## src/rtl/option_loader_if.sv

```systemverilog
// Bus bundle for option_loader: parser word input, board control,
// BRAM write port and status/count outputs.
// master = the side that produces parser words and consumes status,
// slave  = the option_loader itself.
interface option_loader_if #(
  parameter int ADDR_W = 11
) ();

  // Parser side
  logic [15:0]       line_in;
  logic              write_ready;
  logic              board_done;
  logic [3:0]        n;
  logic [3:0]        m;

  // BRAM write port
  logic              bram_ready;
  logic              bram_we;
  logic [ADDR_W-1:0] bram_addr;
  logic [15:0]       bram_din;

  // Per-line option counts
  logic [4:0]        count_idx;
  logic [6:0]        count_out;

  // Status
  logic [ADDR_W:0]   words_stored;
  logic              load_done;
  logic              overflow;
  logic              bad_index;

  modport master (
    output line_in, write_ready, board_done, n, m, bram_ready, count_idx,
    input  bram_we, bram_addr, bram_din, count_out,
           words_stored, load_done, overflow, bad_index
  );

  modport slave (
    input  line_in, write_ready, board_done, n, m, bram_ready, count_idx,
    output bram_we, bram_addr, bram_din, count_out,
           words_stored, load_done, overflow, bad_index
  );

endinterface

```

## src/rtl/option_loader.sv

```systemverilog
// option_loader: buffers parser words in a small FIFO and streams them into
// a BRAM, one 16-bit word per write, discarding words whose line index is
// out of range for the current n x m board.
//
// Optional feature macro: LOADER_COUNT_EN
//   defined   -> a 7-bit saturating counter per line index tracks how many
//                words were written for that line; count_out reads it.
//   undefined -> no counters, count_out is tied to 0.
module option_loader #(
  parameter int ADDR_W     = 11,
  parameter int FIFO_DEPTH = 4,
  parameter int MAX_LINES  = 22
) (
  input logic            clk,
  input logic            rst,
  option_loader_if.slave bus
);

  localparam int          PTR_W        = (FIFO_DEPTH > 1) ? $clog2(FIFO_DEPTH) : 1;
  localparam logic [31:0] LP_MAX_LINES = 32'(MAX_LINES);

  typedef enum logic [1:0] {
    ST_IDLE  = 2'd0,
    ST_LOAD  = 2'd1,
    ST_DRAIN = 2'd2,
    ST_DONE  = 2'd3
  } state_t;

  // ---------------------------------------------------------------------
  // State
  // ---------------------------------------------------------------------
  state_t            r_state;

  logic [15:0]       r_fifo_mem [FIFO_DEPTH];
  logic [PTR_W:0]    r_rd_ptr;
  logic [PTR_W:0]    r_wr_ptr;

  logic [ADDR_W-1:0] r_wptr;
  logic [ADDR_W:0]   r_words;

  logic              r_bram_we;
  logic [ADDR_W-1:0] r_bram_addr;
  logic [15:0]       r_bram_din;
  logic              r_overflow;
  logic              r_bad_index;

  // ---------------------------------------------------------------------
  // Combinational control
  // ---------------------------------------------------------------------
  logic              w_empty;
  logic              w_full;
  logic [15:0]       w_head;
  logic [4:0]        w_head_idx;
  logic [4:0]        w_line_lim;
  logic              w_idx_ok;
  logic              w_pop;
  logic              w_write;
  logic              w_push;
  logic              w_push_reject;
  logic              w_wptr_max;
  logic [6:0]        w_count_out;

  // FIFO status, head decode and the push/pop/write decisions for this cycle
  always_comb begin
    w_empty       = 1'b0;
    w_full        = 1'b0;
    w_head        = 16'd0;
    w_head_idx    = 5'd0;
    w_line_lim    = 5'd0;
    w_idx_ok      = 1'b0;
    w_pop         = 1'b0;
    w_write       = 1'b0;
    w_push        = 1'b0;
    w_push_reject = 1'b0;
    w_wptr_max    = 1'b0;

    w_empty = (r_rd_ptr == r_wr_ptr);
    w_full  = (r_rd_ptr[PTR_W] != r_wr_ptr[PTR_W]) &&
              (r_rd_ptr[PTR_W-1:0] == r_wr_ptr[PTR_W-1:0]);

    w_head     = r_fifo_mem[r_rd_ptr[PTR_W-1:0]];
    w_head_idx = w_head[15:11];
    // n and m are at most 15 each, so the sum always fits in 5 bits
    w_line_lim = {1'b0, bus.n} + {1'b0, bus.m};
    if ((w_head_idx < w_line_lim) && (32'(w_head_idx) < LP_MAX_LINES)) begin
      w_idx_ok = 1'b1;
    end else begin
      w_idx_ok = 1'b0;
    end

    // The head leaves the FIFO whenever the BRAM port is free, whether it
    // is written or discarded as a bad index.
    w_pop   = !w_empty && bus.bram_ready;
    w_write = w_pop && w_idx_ok;

    // A full FIFO still takes a word if the head leaves in the same cycle.
    if (bus.write_ready && (r_state != ST_DONE) && (!w_full || w_pop)) begin
      w_push = 1'b1;
    end else begin
      w_push = 1'b0;
    end
    w_push_reject = bus.write_ready && !w_push;

    w_wptr_max = (r_wptr == {ADDR_W{1'b1}});
  end

  // ---------------------------------------------------------------------
  // Control FSM
  // ---------------------------------------------------------------------
  // Tracks load progress: idle, loading, draining after board_done, done
  always_ff @(posedge clk or posedge rst) begin
    if (rst) begin
      r_state <= ST_IDLE;
    end else begin
      case (r_state)
        ST_IDLE: begin
          // The word is accepted first; board_done in the same cycle
          // sends the load straight to draining.
          if (bus.write_ready) begin
            if (bus.board_done) begin
              r_state <= ST_DRAIN;
            end else begin
              r_state <= ST_LOAD;
            end
          end else if (bus.board_done) begin
            // Empty board: nothing was ever buffered
            r_state <= ST_DONE;
          end else begin
            r_state <= ST_IDLE;
          end
        end
        ST_LOAD: begin
          if (bus.board_done) begin
            r_state <= ST_DRAIN;
          end else begin
            r_state <= ST_LOAD;
          end
        end
        ST_DRAIN: begin
          // Done once nothing is buffered and nothing new is arriving
          if (w_empty && !w_push) begin
            r_state <= ST_DONE;
          end else begin
            r_state <= ST_DRAIN;
          end
        end
        ST_DONE: begin
          r_state <= ST_DONE;
        end
        default: begin
          r_state <= ST_IDLE;
        end
      endcase
    end
  end

  // ---------------------------------------------------------------------
  // Input FIFO
  // ---------------------------------------------------------------------
  // Stores accepted parser words and advances read/write pointers
  always_ff @(posedge clk or posedge rst) begin
    if (rst) begin
      r_rd_ptr <= {(PTR_W+1){1'b0}};
      r_wr_ptr <= {(PTR_W+1){1'b0}};
      for (int i = 0; i < FIFO_DEPTH; i++) begin
        r_fifo_mem[i] <= 16'd0;
      end
    end else begin
      if (w_push) begin
        r_fifo_mem[r_wr_ptr[PTR_W-1:0]] <= bus.line_in;
        r_wr_ptr <= r_wr_ptr + {{PTR_W{1'b0}}, 1'b1};
      end else begin
        r_wr_ptr <= r_wr_ptr;
      end
      if (w_pop) begin
        r_rd_ptr <= r_rd_ptr + {{PTR_W{1'b0}}, 1'b1};
      end else begin
        r_rd_ptr <= r_rd_ptr;
      end
    end
  end

  // ---------------------------------------------------------------------
  // BRAM write port
  // ---------------------------------------------------------------------
  // Registers one write per valid head word; addr/din hold between writes
  always_ff @(posedge clk or posedge rst) begin
    if (rst) begin
      r_bram_we   <= 1'b0;
      r_bram_addr <= {ADDR_W{1'b0}};
      r_bram_din  <= 16'd0;
      r_wptr      <= {ADDR_W{1'b0}};
      r_words     <= {(ADDR_W+1){1'b0}};
    end else begin
      if (w_write) begin
        r_bram_we   <= 1'b1;
        r_bram_addr <= r_wptr;
        r_bram_din  <= w_head;
        // Natural wrap from all-ones back to address 0
        r_wptr      <= r_wptr + {{(ADDR_W-1){1'b0}}, 1'b1};
        r_words     <= r_words + {{ADDR_W{1'b0}}, 1'b1};
      end else begin
        r_bram_we   <= 1'b0;
        r_bram_addr <= r_bram_addr;
        r_bram_din  <= r_bram_din;
        r_wptr      <= r_wptr;
        r_words     <= r_words;
      end
    end
  end

  // ---------------------------------------------------------------------
  // Sticky error flags
  // ---------------------------------------------------------------------
  // overflow: dropped word or BRAM address wrap; bad_index: discarded word
  always_ff @(posedge clk or posedge rst) begin
    if (rst) begin
      r_overflow  <= 1'b0;
      r_bad_index <= 1'b0;
    end else begin
      if (w_push_reject || (w_write && w_wptr_max)) begin
        r_overflow <= 1'b1;
      end else begin
        r_overflow <= r_overflow;
      end
      if (w_pop && !w_idx_ok) begin
        r_bad_index <= 1'b1;
      end else begin
        r_bad_index <= r_bad_index;
      end
    end
  end

  // ---------------------------------------------------------------------
  // Per-line option counters
  // ---------------------------------------------------------------------
`ifdef LOADER_COUNT_EN
  logic [6:0] r_count [MAX_LINES];

  // Counts written words per line index, saturating at 127
  always_ff @(posedge clk or posedge rst) begin
    if (rst) begin
      for (int i = 0; i < MAX_LINES; i++) begin
        r_count[i] <= 7'd0;
      end
    end else begin
      // w_write implies the index is below MAX_LINES
      if (w_write && (r_count[w_head_idx] != 7'h7F)) begin
        r_count[w_head_idx] <= r_count[w_head_idx] + 7'd1;
      end else begin
        r_count[w_head_idx] <= r_count[w_head_idx];
      end
    end
  end

  // Read port for the selected line; out-of-table indices read as 0
  always_comb begin
    w_count_out = 7'd0;
    if (32'(bus.count_idx) < LP_MAX_LINES) begin
      w_count_out = r_count[bus.count_idx];
    end else begin
      w_count_out = 7'd0;
    end
  end
`else
  logic w_unused_count_idx;

  // No counters in this build: the read port is constant zero
  always_comb begin
    w_count_out        = 7'd0;
    w_unused_count_idx = ^bus.count_idx;
  end
`endif

  // ---------------------------------------------------------------------
  // Outputs
  // ---------------------------------------------------------------------
  assign bus.bram_we      = r_bram_we;
  assign bus.bram_addr    = r_bram_addr;
  assign bus.bram_din     = r_bram_din;
  assign bus.words_stored = r_words;
  assign bus.overflow     = r_overflow;
  assign bus.bad_index    = r_bad_index;
  assign bus.count_out    = w_count_out;
  assign bus.load_done    = (r_state == ST_DONE);

endmodule

```

## src/flat_wrapper.sv

```systemverilog
// flat-port wrapper written by rule: the top's interface ports become plain ports
module option_loader_flat 
#(
  parameter int ADDR_W     = 11,
  parameter int FIFO_DEPTH = 4,
  parameter int MAX_LINES  = 22
)
  (clk, rst, bus_line_in, bus_write_ready, bus_board_done, bus_n, bus_m, bus_bram_ready, bus_count_idx, bus_bram_we, bus_bram_addr, bus_bram_din, bus_count_out, bus_words_stored, bus_load_done, bus_overflow, bus_bad_index);
  option_loader_if #(.ADDR_W(ADDR_W)) bus_i ();
  input logic clk;
  input logic rst;
  input wire logic [$bits(bus_i.line_in)-1:0] bus_line_in;
  input wire logic [$bits(bus_i.write_ready)-1:0] bus_write_ready;
  input wire logic [$bits(bus_i.board_done)-1:0] bus_board_done;
  input wire logic [$bits(bus_i.n)-1:0] bus_n;
  input wire logic [$bits(bus_i.m)-1:0] bus_m;
  input wire logic [$bits(bus_i.bram_ready)-1:0] bus_bram_ready;
  input wire logic [$bits(bus_i.count_idx)-1:0] bus_count_idx;
  output wire logic [$bits(bus_i.bram_we)-1:0] bus_bram_we;
  output wire logic [$bits(bus_i.bram_addr)-1:0] bus_bram_addr;
  output wire logic [$bits(bus_i.bram_din)-1:0] bus_bram_din;
  output wire logic [$bits(bus_i.count_out)-1:0] bus_count_out;
  output wire logic [$bits(bus_i.words_stored)-1:0] bus_words_stored;
  output wire logic [$bits(bus_i.load_done)-1:0] bus_load_done;
  output wire logic [$bits(bus_i.overflow)-1:0] bus_overflow;
  output wire logic [$bits(bus_i.bad_index)-1:0] bus_bad_index;
  assign bus_i.line_in = bus_line_in;
  assign bus_i.write_ready = bus_write_ready;
  assign bus_i.board_done = bus_board_done;
  assign bus_i.n = bus_n;
  assign bus_i.m = bus_m;
  assign bus_i.bram_ready = bus_bram_ready;
  assign bus_i.count_idx = bus_count_idx;
  assign bus_bram_we = bus_i.bram_we;
  assign bus_bram_addr = bus_i.bram_addr;
  assign bus_bram_din = bus_i.bram_din;
  assign bus_count_out = bus_i.count_out;
  assign bus_words_stored = bus_i.words_stored;
  assign bus_load_done = bus_i.load_done;
  assign bus_overflow = bus_i.overflow;
  assign bus_bad_index = bus_i.bad_index;
  option_loader #(.ADDR_W(ADDR_W), .FIFO_DEPTH(FIFO_DEPTH), .MAX_LINES(MAX_LINES)) u_core (.clk(clk), .rst(rst), .bus(bus_i));
endmodule
```

## config.mk

```make
export PLATFORM = sky130hd
export DESIGN_NAME = option_loader_flat
export DESIGN_NICKNAME = d
export VERILOG_FILES = /design/src/rtl/option_loader_if.sv /design/src/rtl/option_loader.sv /design/src/flat_wrapper.sv
export SDC_FILE = /design/constraint.sdc
export NUM_CORES = 1
export LEC_CHECK = 0
export CORE_ASPECT_RATIO = 0.6
export CORE_MARGIN = 1
export CORE_UTILIZATION = 45
export DETAILED_ROUTE_END_ITERATION = 8
export DONT_BUFFER_PORTS = 1
export MAX_ROUTING_LAYER = met4
export SLEW_MARGIN = 5
export SYNTH_ARGS = -nofsm -noshare
export SYNTH_HDL_FRONTEND = slang
export SYNTH_SLANG_ARGS = --single-unit
```

## constraint.sdc

```tcl
create_clock -name clk -period 4 [get_ports clk]
set_input_delay 0.6 -clock clk [delete_from_list [all_inputs] [get_ports clk]]
set_output_delay 0.6 -clock clk [all_outputs]
set_load 0.005 [all_outputs]
```

==> out/qor.txt <==
status: complete, no violations
Core ar.: 0.0123 mm2
crit-path cells: mux4_2 > ha_1 > a21o_1 > a21oi_1 > o2111a_1 > nand2_4 > mux2_4
Multi-input gate area: 0.00252 mm2
Synth Cell Area: 0.00583 mm2
postcts setup bufs: 0
DIE WIDTH: 149 um
largest net degree at the start of global routing: 70
Crit Reg-Reg Endpoint: u_core.bus.bram_addr[4]$_DFFE_PP0P_
chip height: 90.2 um
CTS Buffer Depth: 2
Final GP Congestion: 0.734
GRT Resource Usage Total: 19.0%
Worst R2R Start: u_core.r_rd_ptr[0]$_DFFE_PP0P_
Routed wire per std cell: 19.1 um
layout cell share with drive strength beyond 1: 36.1%
Worst setup EP type: register
dpl hpwl: 7.32 mm
max frequency: 297 MHz
Synth Register Bits: 125
Resize count post-CTS: 0
die area: 0.0134 mm2
Post-Synthesis Cells: 398
ANT nets after route: 0
Ys Warns: 0
Final Instance Area: 0.00654 mm2
Hold Slack: 252 ps
top_reg_cell synth: dfrtp_1
Async SR Flop Fraction: 100%
Max-Cap Viols: 0
final hold viol count: 0
area grow syn2layout: 12.2%
hold crit path type: input pin to asynchronous set/reset pin
worst setup path startpoint: u_core.r_rd_ptr[0]$_DFFE_PP0P_
adder-cell area share of the yosys netlist: 3.56%
critical path class: register to register
Vias/cell: 5.49
Critical Path RT: 4290 ps
Max-slew headroom: 38.1%
# hold bufs at CTS: 0
first-pass GRT wire length: 18.7 mm
crit path max fanout: 33
CTS tree: built
post-synthesis mux area share: 26.2%
Critical Path Source Type: register
highest-count cells in the layout ignoring fill and taps: dfrtp_1, mux2_2, mux2_4
Post-synth EDFFs: 0
Pleak: 0.00321 uW
Rows: 31
Power Dens Cells: 717 mW/mm2
Initial DRT Pass Iterations: 4
Vias: 3192
IO buf count: 0
antenna violations before repair: 0
synth unique cells: 38
io pins: 84
CTS Buf Count: 17
Compound-Gate Fraction of Synth Area: 2.12%
GRT overflow: 0
DRC Markers: 0
Synth Area in Simple Gates: 6.20%
Slew @ Worst Pin: 926 ps
clk_skew: 8.58 ps
Worst-Skew Late Latency: 410 ps
reg-to-reg slack, setup: 630 ps
Sinks on Clock Net: 125
Finished Layout Cells: 581
setup violators final: 0
DRT iter0 DRCs: 125
ant diodes: 0
vias in the first global route: 3455
main combinational cell family by area after synthesis: multiplexers
xor/xnor share of the synthesized area: 4.66%
Fill cells: 1021
minimum clock period: 3370 ps
sequential cell area: 0.00313 mm2
R2R cell count: 7
H-tree Lvls: 4
Crit-path slowest cell: dfrtp_1
Mapped Avg Cell Area: 14.6 um2
number of max-slew violations in the final report: 0
RSZ-0062 raised after global routing: false
clock-pin slew on the worst setup and hold paths: 60 ps
final WL: 11.1 mm
placed cells: 552
placed cell areas: 0.00594 mm2
Final Cycle Share: 84.3%
maximum single-stage delay on the critical path: 800 ps
crit path capture: u_core.bus.bram_addr[4]$_DFFE_PP0P_
CTS root buf: clkbuf_16
setup tns final: 0 ps
commonest non-fill, non-tap cell in the layout: dfrtp_1
post-synthesis sequential area ratio: 53.6%
nets@finish: 456
peak supply drop: 0.311 mV
Starting Density: 47.3%
Data arrival, critical path: 3660 ps
-- cells in the mapped netlist, types with 2 or more instances --
| master | n | area, um2 |
|---|---|---|
| dfrtp_1 | 125 | 3130 |
| mux2_2 | 68 | 766 |
| mux2_4 | 26 | 390 |
| xnor2_1 | 18 | 158 |
| mux4_2 | 16 | 360 |
| ha_1 | 15 | 188 |
| nand3_1 | 15 | 75.1 |
| inv_1 | 14 | 52.6 |
| xor2_1 | 13 | 114 |
| and3_1 | 10 | 62.6 |
| nand2_1 | 8 | 30.0 |
| buf_2 | 7 | 35.0 |
| buf_4 | 7 | 52.6 |
| nor4_1 | 7 | 43.8 |
| and4_1 | 5 | 43.8 |
| buf_6 | 5 | 56.3 |
| nand4_1 | 5 | 31.3 |
| nor2_1 | 5 | 18.8 |
| a21oi_1 | 4 | 20.0 |
| a21o_1 | 3 | 22.5 |
| o21ai_0 | 3 | 15.0 |
| and2_1 | 2 | 12.5 |
| buf_1 | 2 | 7.51 |
-- per-stage QoR --
stage	power (uW)	util [%]	worst slack (ps)
2_1_floorplan	2920	-	72.4
3_3_place_gp	3110	48.2	637
3_5_place_dp	3160	48.2	582
4_1_cts	4740	53.0	556
5_1_grt	4960	53.0	382
6_report	4690	53.0	629
-- where the power goes --
part | total, uW | leakage, uW | switching (uW) | internal, uW
combinational | 1220 | 0.00127 | 531 | 685
sequential | 1910 | 0.00164 | 316 | 1590
clock | 1570 | 0.000294 | 538 | 1030
-- critical path: cells and delay by family (launching register included) --
kind / cells / cell delay (ps)
adder cells (fa/ha/maj): 1 / 330
AO/OA/AOI/OAI: 3 / 670
flip-flops: 1 / 800
AND/OR/NAND/NOR: 1 / 380
multiplexers: 2 / 1060
-- flip-flops by register name, summed over array words and instances (netlist names) --
| register | count |
|---|---|
| u_core.bus.bad_index | 1 |
| u_core.bus.bram_addr | 11 |
| u_core.bus.bram_din | 16 |
| u_core.bus.bram_we | 1 |
| u_core.bus.overflow | 1 |
| u_core.bus.words_stored | 12 |
| u_core.r_fifo_mem | 64 |
| u_core.r_rd_ptr | 3 |
| u_core.r_state | 2 |
| u_core.r_wptr | 11 |
| u_core.r_wr_ptr | 3 |
-- routing by layer --
layer	vias up	routed length, um	global-route usage, %
met1	1673	5330	25.2
li1	1445	-	-
met3	14	513	5.53
met5	-	0	-
met2	60	5130	27.4
met4	0	144	7.31
-- how the worst min path moves through the flow --
stage                                            startpoint                                  to  cells after the start
final                                                   rst        u_core.r_wptr[0]$_DFFE_PP0P_                      1
after global routing                         bus_board_done         u_core.r_state[1]$_DFF_PP0_                      1
after CTS                                               rst  u_core.bus.bram_din[2]$_DFFE_PP0P_                      1
after detailed placement  u_core.r_fifo_mem[19]$_DFFE_PP0P_   u_core.r_fifo_mem[19]$_DFFE_PP0P_                      1
after global placement    u_core.r_fifo_mem[42]$_DFFE_PP0P_   u_core.r_fifo_mem[42]$_DFFE_PP0P_                      1
after floorplan                u_core.r_wptr[6]$_DFFE_PP0P_        u_core.r_wptr[6]$_DFFE_PP0P_                      1
-- final cells by class --
type | instances | share of cell area, %
multi-input cells | 243 | 38.5
well taps | 165 | 3.16
inverters | 14 | 0.842
clock buffers | 22 | 7.40
repair buffers | 5 | 0.574
clock inverters | 7 | 1.72
flip-flops and latches | 125 | 47.8
-- cells by family (layout without fill, tap and decap cells) --
group                    count (synthesis)  after routing
buffers and inverters                   36             48
flip-flops                             125            125
XOR/XNOR                                31             31
adder cells (fa/ha/maj)                 16             16
AND/OR/NAND/NOR                         61             61
other                                    1              7
multiplexers                           111            111
AO/OA/AOI/OAI                           17             17
Note: power is estimated with default switching activity, not from simulation.
